<file path="src/rtl/mm_seq_if.sv">
// Control bundle between the host/array and the systolic-array sequencer.
// Optional perf_cycles member is present only when MM_SEQ_PERF_EN is defined.
interface mm_seq_if #(
  parameter int unsigned ADDR_W = 2
);
  logic              start;
  logic              busy;
  logic              done;
  logic              clr_acc;
  logic              rd_en;
  logic [ADDR_W-1:0] rd_addr;
  logic              shift_en;
  logic              mult_en;
  logic              add_en;
  logic              out_en;
  logic              array_overflow;
  logic              overflow_flag;
`ifdef MM_SEQ_PERF_EN
  logic [15:0]       perf_cycles;
`endif

  // Sequencer side
  modport master (
    input  start, array_overflow,
    output busy, done, clr_acc, rd_en, rd_addr, shift_en,
           mult_en, add_en, out_en, overflow_flag
`ifdef MM_SEQ_PERF_EN
    , output perf_cycles
`endif
  );

  // Host / array side
  modport slave (
    output start, array_overflow,
    input  busy, done, clr_acc, rd_en, rd_addr, shift_en,
           mult_en, add_en, out_en, overflow_flag
`ifdef MM_SEQ_PERF_EN
    , input perf_cycles
`endif
  );
endinterface

</file>
<file path="src/rtl/mm_seq_ctrl.sv">
// Sequencer for an N x N systolic FP MAC array: clear, II-paced beats, drain, done.
// Optional busy-cycle counter enabled by defining MM_SEQ_PERF_EN.
module mm_seq_ctrl #(
  parameter int unsigned N        = 4,
  parameter int unsigned MULT_LAT = 3,
  parameter int unsigned ADD_LAT  = 3,
  parameter int unsigned II       = 4,
  parameter int unsigned ADDR_W   = (N > 1) ? $clog2(N) : 1
) (
  input  logic      clk,
  input  logic      reset,
  mm_seq_if.master  bus
);

  localparam int unsigned NBEATS = 3 * N - 2;
  localparam int unsigned BEAT_W = $clog2(NBEATS + 1);
  localparam int unsigned II_W   = $clog2(II + 1);
  localparam logic [ADD_LAT-1:0] OUT_PRE_MASK = ADD_LAT'((64'd1 << (ADD_LAT - 1)) - 64'd1);

  // Adder feedback must settle before the next beat's add_en
  if (II < ADD_LAT + 1) begin : g_bad_ii
    $error("mm_seq_ctrl: II must be >= ADD_LAT+1");
  end
  if (MULT_LAT < 1 || ADD_LAT < 1) begin : g_bad_lat
    $error("mm_seq_ctrl: MULT_LAT and ADD_LAT must be >= 1");
  end

  typedef enum logic [2:0] {S_IDLE, S_CLEAR, S_RUN, S_DRAIN, S_FIN} state_t;

  state_t              state_q, state_d;
  logic [BEAT_W-1:0]   beat_q, beat_d;
  logic [II_W-1:0]     ii_q, ii_d;
  logic                busy_q, busy_d;
  logic                done_q, done_d;
  logic                clr_q, clr_d;
  logic                rd_en_q, rd_en_d;
  logic [ADDR_W-1:0]   rd_addr_q, rd_addr_d;
  logic                shift_q, shift_d;
  logic                ovf_q, ovf_d;
  logic                mult_q;
  logic [MULT_LAT-1:0] add_dly_q;
  logic [ADD_LAT-1:0]  out_dly_q;
  logic                add_en;
  logic                out_en;
  logic                last_out;

  assign add_en = add_dly_q[MULT_LAT-1];
  assign out_en = out_dly_q[ADD_LAT-1];

  // Final out_en: nothing else left anywhere in the pulse pipeline
  assign last_out = out_en && !shift_q && !mult_q && (add_dly_q == '0)
                    && ((out_dly_q & OUT_PRE_MASK) == '0);

  always_ff @(posedge clk or posedge reset) begin
    if (reset) begin
      state_q   <= S_IDLE;
      beat_q    <= '0;
      ii_q      <= '0;
      busy_q    <= 1'b0;
      done_q    <= 1'b0;
      clr_q     <= 1'b0;
      rd_en_q   <= 1'b0;
      rd_addr_q <= '0;
      shift_q   <= 1'b0;
      ovf_q     <= 1'b0;
      mult_q    <= 1'b0;
      add_dly_q <= '0;
      out_dly_q <= '0;
    end else begin
      state_q   <= state_d;
      beat_q    <= beat_d;
      ii_q      <= ii_d;
      busy_q    <= busy_d;
      done_q    <= done_d;
      clr_q     <= clr_d;
      rd_en_q   <= rd_en_d;
      rd_addr_q <= rd_addr_d;
      shift_q   <= shift_d;
      ovf_q     <= ovf_d;
      // Beat pulse delay lines: read latency, then multiplier, then adder
      mult_q    <= shift_q;
      add_dly_q <= MULT_LAT'({add_dly_q, mult_q});
      out_dly_q <= ADD_LAT'({out_dly_q, add_en});
    end
  end

  always_comb begin
    state_d   = state_q;
    beat_d    = beat_q;
    ii_d      = ii_q;
    busy_d    = busy_q;
    done_d    = 1'b0;
    clr_d     = 1'b0;
    rd_en_d   = 1'b0;
    rd_addr_d = rd_addr_q;
    shift_d   = 1'b0;
    ovf_d     = ovf_q | (bus.array_overflow & out_en);

    unique case (state_q)
      S_IDLE: begin
        if (bus.start) begin
          state_d = S_CLEAR;
          busy_d  = 1'b1;
          clr_d   = 1'b1;
          ovf_d   = 1'b0;
        end
      end
      S_CLEAR: begin
        // Beat 0 issues on RUN entry
        shift_d   = 1'b1;
        rd_en_d   = 1'b1;
        rd_addr_d = '0;
        beat_d    = BEAT_W'(1);
        ii_d      = II_W'(II - 1);
        state_d   = (NBEATS == 1) ? S_DRAIN : S_RUN;
      end
      S_RUN: begin
        if (ii_q == '0) begin
          shift_d = 1'b1;
          if (beat_q < BEAT_W'(N)) begin
            rd_en_d   = 1'b1;
            rd_addr_d = ADDR_W'(beat_q);
          end
          beat_d = beat_q + 1'b1;
          ii_d   = II_W'(II - 1);
          if (beat_q == BEAT_W'(NBEATS - 1)) state_d = S_DRAIN;
        end else begin
          ii_d = ii_q - 1'b1;
        end
      end
      S_DRAIN: begin
        if (last_out) begin
          state_d = S_FIN;
          done_d  = 1'b1;
          busy_d  = 1'b0;
        end
      end
      S_FIN: begin
        state_d = S_IDLE;
      end
      default: begin
        state_d = S_IDLE;
      end
    endcase
  end

  assign bus.busy          = busy_q;
  assign bus.done          = done_q;
  assign bus.clr_acc       = clr_q;
  assign bus.rd_en         = rd_en_q;
  assign bus.rd_addr       = rd_addr_q;
  assign bus.shift_en      = shift_q;
  assign bus.mult_en       = mult_q;
  assign bus.add_en        = add_en;
  assign bus.out_en        = out_en;
  assign bus.overflow_flag = ovf_q;

`ifdef MM_SEQ_PERF_EN
  logic [15:0] perf_q;

  // Busy-cycle counter, restarted on accept, saturating
  always_ff @(posedge clk or posedge reset) begin
    if (reset) begin
      perf_q <= '0;
    end else if (state_q == S_IDLE && bus.start) begin
      perf_q <= '0;
    end else if (busy_q && perf_q != 16'hFFFF) begin
      perf_q <= perf_q + 16'd1;
    end
  end

  assign bus.perf_cycles = perf_q;
`endif

endmodule

</file>
<file path="src/flat_wrapper.sv">
// flat-port wrapper written by rule: the top's interface ports become plain ports
module mm_seq_ctrl_flat 
#(
  parameter int unsigned N        = 4,
  parameter int unsigned MULT_LAT = 3,
  parameter int unsigned ADD_LAT  = 3,
  parameter int unsigned II       = 4,
  parameter int unsigned ADDR_W   = (N > 1) ? $clog2(N) : 1
)
  (clk, reset, bus_start, bus_array_overflow, bus_busy, bus_done, bus_clr_acc, bus_rd_en, bus_rd_addr, bus_shift_en, bus_mult_en, bus_add_en, bus_out_en, bus_overflow_flag);
  mm_seq_if #(.ADDR_W(ADDR_W)) bus_i ();
  input  logic clk;
  input  logic reset;
  input wire logic [$bits(bus_i.start)-1:0] bus_start;
  input wire logic [$bits(bus_i.array_overflow)-1:0] bus_array_overflow;
  output wire logic [$bits(bus_i.busy)-1:0] bus_busy;
  output wire logic [$bits(bus_i.done)-1:0] bus_done;
  output wire logic [$bits(bus_i.clr_acc)-1:0] bus_clr_acc;
  output wire logic [$bits(bus_i.rd_en)-1:0] bus_rd_en;
  output wire logic [$bits(bus_i.rd_addr)-1:0] bus_rd_addr;
  output wire logic [$bits(bus_i.shift_en)-1:0] bus_shift_en;
  output wire logic [$bits(bus_i.mult_en)-1:0] bus_mult_en;
  output wire logic [$bits(bus_i.add_en)-1:0] bus_add_en;
  output wire logic [$bits(bus_i.out_en)-1:0] bus_out_en;
  output wire logic [$bits(bus_i.overflow_flag)-1:0] bus_overflow_flag;
  assign bus_i.start = bus_start;
  assign bus_i.array_overflow = bus_array_overflow;
  assign bus_busy = bus_i.busy;
  assign bus_done = bus_i.done;
  assign bus_clr_acc = bus_i.clr_acc;
  assign bus_rd_en = bus_i.rd_en;
  assign bus_rd_addr = bus_i.rd_addr;
  assign bus_shift_en = bus_i.shift_en;
  assign bus_mult_en = bus_i.mult_en;
  assign bus_add_en = bus_i.add_en;
  assign bus_out_en = bus_i.out_en;
  assign bus_overflow_flag = bus_i.overflow_flag;
  mm_seq_ctrl #(.N(N), .MULT_LAT(MULT_LAT), .ADD_LAT(ADD_LAT), .II(II), .ADDR_W(ADDR_W)) u_core (.clk(clk), .reset(reset), .bus(bus_i));
endmodule
</file>
<file path="config.mk">
export PLATFORM = sky130hd
export DESIGN_NAME = mm_seq_ctrl_flat
export DESIGN_NICKNAME = d
export VERILOG_FILES = /design/src/rtl/mm_seq_if.sv /design/src/rtl/mm_seq_ctrl.sv /design/src/flat_wrapper.sv
export SDC_FILE = /design/constraint.sdc
export NUM_CORES = 1
export LEC_CHECK = 0
export ABC_AREA = 1
export BUFFER_PORTS_ARGS = -buffer_cell sky130_fd_sc_hd__buf_2
export CAP_MARGIN = 20
export CORE_MARGIN = 3
export CORE_UTILIZATION = 59
export CTS_CLUSTER_DIAMETER = 30
export DETAILED_ROUTE_END_ITERATION = 10
export PLACE_DENSITY = 0.81
export SLEW_MARGIN = 20
export SYNTH_ARGS = -nofsm -noshare
export SYNTH_HDL_FRONTEND = slang
export SYNTH_SLANG_ARGS = --single-unit
</file>
<file path="constraint.sdc">
create_clock -name clk -period 2.45 [get_ports clk]
set_input_delay 0.49 -clock clk [delete_from_list [all_inputs] [get_ports clk]]
set_output_delay 0.49 -clock clk [all_outputs]
set_load 0.05 [all_outputs]
</file>
Word level (Yosys, flattened, before mapping)
Index checks and enable logic that the tools add are counted.

Input bits: 4. Output and inout port bits: 11. Word-level logic and storage cells: 69. Register bits after elaboration: 25.

$add $sub $neg: 2. Muxes and demuxes: 26. Equality and inequality tests: 9. Bitwise gates (word level): 2. Reduce and logical (&&, ||, !) cells: 16. Magnitude comparators: 1.

Operators with widths (number): two-way mux 3 bit (5); logical NOT 3 bit (4); case mux 3 bit (4 select lines) (1); two-way mux 1 bit (11); inequality test 2 x 1 -> 1 bit (second input constant) (4); case mux 4 bit (2 select lines) (1); == test 3 x 2 -> 1 bit (second input constant) (2); case mux 1 bit (2 select lines) (3); case mux 3 bit (2 select lines) (1); AND reduction 3 bit (2); adder 4 x 1 -> 4 bit (second input constant) (1); == test 4 bit (second input constant) (1); logical AND 1 bit (4); < comparator 4 x 3 -> 1 bit (second input constant) (1); two-way mux 2 bit (2); two-way mux 4 bit (1); case mux 2 bit (2 select lines) (1); AND reduction 4 bit (1); nonzero test 2 bit (2); == test 3 x 1 -> 1 bit (second input constant) (1); subtractor 3 x 1 -> 3 bit (second input constant) (1); logical NOT 1 bit (2); inequality test 2 bit (second input constant) (1); AND reduction 2 bit (1); 2 further kinds (2).

Depth between registers and ports, before layout
Depth after elaboration: 7. Gate-level depth with buffers: 9. Gate-level depth less buffers: 9.

Least setup slack after synthesis
OpenSTA, ideal clock, no wires.

Path type: register to register. From: register u_core.out_dly_q[2]. To: register u_core.state_q[1]. Cell stages (with the launch flop): 8. Slack: 1156 ps. Path buffers: 0. Data required time: 2333 ps. Library setup time: 117 ps. Clock period less this slack: 1294 ps. Arrival: 1177 ps. Path through: dfrtp_1 nand2_1 nor2_1 nand2_1 nand2_1 nand3_1 nand2_1 nand2_1.

Longest elaborated chain between the ends: 6.

Ends and longest elaborated chain: start: declaration (line mm_seq_ctrl.sv:42) `logic [ADD_LAT-1:0] out_dly_q;`; start signal: assignment (line mm_seq_ctrl.sv:83) `out_dly_q <= ADD_LAT'({out_dly_q, add_en});`; logical AND 1 bit (3 in series) (line mm_seq_ctrl.sv:51) `assign last_out = out_en && !shift_q && !mult_q && (add_dly_q == '0)`; logical AND 1 bit (line mm_seq_ctrl.sv:52) `&& ((out_dly_q & OUT_PRE_MASK) == '0);`; inequality test 2 x 1 -> 1 bit (no source line); AND reduction 4 bit (no source line); end signal: assignment (line mm_seq_ctrl.sv:70) `state_q <= state_d;`; end: declaration (line mm_seq_ctrl.sv:30) `state_t state_q, state_d;`.

Every way passes these cells. A chain may end at the register's enable or synchronous reset.

Final worst setup path
From: register u_core.out_dly_q[2]. To: output bus_out_en.

RTL lines: end: declaration (line flat_wrapper.sv:24) `output wire logic [$bits(bus_i.out_en)-1:0] bus_out_en;`.

No word-level cell between the ends.

==> out/qor.txt <==
status - finished clean
GRT Residual Overflow - 0
DP Worst Slack - 1.14 ns
die height - 49.3 um
dominant cell type by area after synthesis - dfrtp_1
final hold vios - 0
Reg clk slew, reported paths - 0.13 ns
Slew @ Worst Pin - 0.905 ns
post_cts resized - 0
initial antenna violation count - 0
CP max stage cell - dfrtp_1
CTS HTree Levels - 1
area of the multi-input gates - 384 um^2
reg2reg start - u_core.ii_q[0]$_DFFE_PP0P_
initial DRC count - 8
DR DRC count - 0
cell-internal power - 0.539 mW
Area after DPL - 1210 um^2
Critical Path RT - 1.96 ns
Final Non-Filler Cells - 158
CTS tree - built
CP peak stage delay - 0.40 ns
num ports - 15
synth unique cells - 23
TNS Setup - 0 ns
Gate Count Post-Synth - 115
Synth warnings - 0
Synth Net Count - 123
initial core utilization - 0.634
CTS root buf - clkbuf_4
pin count of the biggest net entering global routing - 26
routed vias - 784
post-synth top area share - 0.565
VDD IR-drop max - 319 uV
critical path class - reg2out
Worst Skew - 0.00599 ns
hold crit path type - in2async
switching power - 0.237 mW
Post-synth ARST share - 1.00
Worst R2R End - u_core.bus.rd_addr[1]$_DFFE_PP0P_
Setup crit start - u_core.out_dly_q[2]$_DFF_PP0_
cell area after layout - 1230 um^2
critical path capture point type - output pin
clk sinks - 25
dominant cells by area after synthesis - dfrtp_1, inv_1, nand2_1
CP arrival - 0.99 ns
layout cells sized above 1 - 0.233
area grow syn2layout - 11.5%
IO Port Bufs - 14
die width - 49.3 um
final core utilization - 0.708
register area - 626 um^2
Seq pwr share - 0.574
number of diodes - 0
Max-Cap Viols - 0
final net count - 142
first-pass GRT wire length - 3.31 mm
last element of the critical path - bus_out_en
Worst R2R Setup Slack - 1.12 ns
post-synthesis register bit count - 25
period utilization - 0.604
sequential area share after synthesis - 0.565
RSZ-0062 raised after global routing - no
ys flop type - dfrtp_1
average wire per standard cell - 11.3 um
GP Congestion - 0.923
CP Max Fanout - 3
Sw Ratio - 0.306
Max-slew headroom - 0.396
filler cell count - 132
top-count cell post-synth - dfrtp_1
First-pass DRT Iterations - 4
Final Power - 0.777 mW
synthesized cell area - 1110 um^2
final setup margin - 0.970 ns
Hold Slack - 0.345 ns
post-route minimum period - 1.48 ns
Pleak - 0.678 nW
Post-CTS Hold Buffers - 0
worst reg2reg path depth - 7
Total GRT Usage - 0.177
Max Freq - 676 MHz
Clock Power Share - 0.229
final setup violating endpoints - 0
syn avg cell area - 9.63 um^2
CP bufs+invs - 1
CP top delay family - flip-flops
placed cell count - 154
via/cell ratio - 4.96
Comb pwr share - 0.197
clock latency on the worst-skew pair - 0.31 ns
core area - 1750 um^2
vias in the first global route - 817
top cell types by occurrence after synthesis - dfrtp_1, inv_1, nand2_1, nand3_1, nor2_1
row count - 15
DRT antenna net count - 0
final max-slew violation count - 0
routed wire length - 1.78 mm
CP Cell Sequence - buf_2
Die Area - 2430 um^2
CTS max path bufs - 2
P per Cell Area - 629 nW/um^2
Post-CTS Setup Bufs - 0
number of synthesized flops with an enable pin - 0
DP Wirelength - 1.37 mm
cts bufs inserted - 3
Critical Path Stages - 1
Critical Path Source Type - flop
## logic make-up (layout without fill, tap and decap cells)
group / count (synthesis) / count (layout) / synth area share
AO/OA/AOI/OAI: 13 / 13 / 0.0678
buffers and inverters: 26 / 44 / 0.0881
flip-flops: 25 / 25 / 0.565
adder cells (fa/ha/maj): 4 / 4 / 0.0452
AND/OR/NAND/NOR: 45 / 45 / 0.218
XOR/XNOR: 2 / 2 / 0.0158
## cell type report
| type | count | area share |
|---|---|---|
| Clock buffer | 4 | 0.0213 |
| Timing Repair Buffer | 14 | 0.0567 |
| Inverter | 26 | 0.0790 |
| Multi-Input combinational cell | 64 | 0.311 |
| Sequential cell | 25 | 0.507 |
| Tap cell | 25 | 0.0253 |
## layer usage
layer  vias to the layer above  part of all wire  GRT usage
met5                         -                 0          0
met4                         0             0.017     0.0853
met3                         5             0.044     0.0306
met2                        18              0.54      0.328
met1                       366              0.40      0.192
li1                        395                 -          -
## power by group through the flow
stage / combinational (mW) / sequential (mW) / clock, mW
3_5_place_dp: 0.153 / 0.454 / 0
5_1_grt: 0.170 / 0.450 / 0.200
2_1_floorplan: 0.0928 / 0.483 / 0
6_report: 0.153 / 0.446 / 0.178
3_3_place_gp: 0.149 / 0.454 / 0
4_1_cts: 0.154 / 0.446 / 0.181
## how the worst min path moves through the flow
| stage | startpoint | depth (start not counted) | endpoint | slack, ns |
|---|---|---|---|---|
| global placement | u_core.out_dly_q[0]$_DFF_PP0_ | 0 | u_core.out_dly_q[1]$_DFF_PP0_ | 0.36 |
| floorplan | u_core.add_dly_q[0]$_DFF_PP0_ | 0 | u_core.add_dly_q[1]$_DFF_PP0_ | 0.35 |
| global route | u_core.out_dly_q[0]$_DFF_PP0_ | 0 | u_core.out_dly_q[1]$_DFF_PP0_ | 0.41 |
| finish | reset | 2 | u_core.bus.done$_DFF_PP0_ | 0.34 |
| CTS | reset | 2 | u_core.bus.done$_DFF_PP0_ | 0.37 |
| detailed placement | u_core.out_dly_q[0]$_DFF_PP0_ | 0 | u_core.out_dly_q[1]$_DFF_PP0_ | 0.37 |
## state kept, by name (all words and copies together), names as in the netlist, 2 cells and up
signal	count
u_core.state_q	3
u_core.bus.rd_addr	2
u_core.ii_q	3
u_core.add_dly_q	3
u_core.out_dly_q	3
u_core.beat_q	4
## placed cells by master (no fill, tap or decap), types with 2 or more instances in the layout
master / netlist / routed
dfrtp_1: 25 / 25
o22ai_1: 2 / 2
clkbuf_4: 0 / 3
o21ai_1: 5 / 5
nand4_1: 3 / 3
nand2_2: 2 / 2
nand3_1: 10 / 10
o21ai_0: 3 / 3
nor2_1: 7 / 7
inv_1: 21 / 21
inv_2: 5 / 5
ha_1: 4 / 4
nand2_1: 17 / 17
buf_2: 0 / 14
Power figures use the tool's default switching activity.
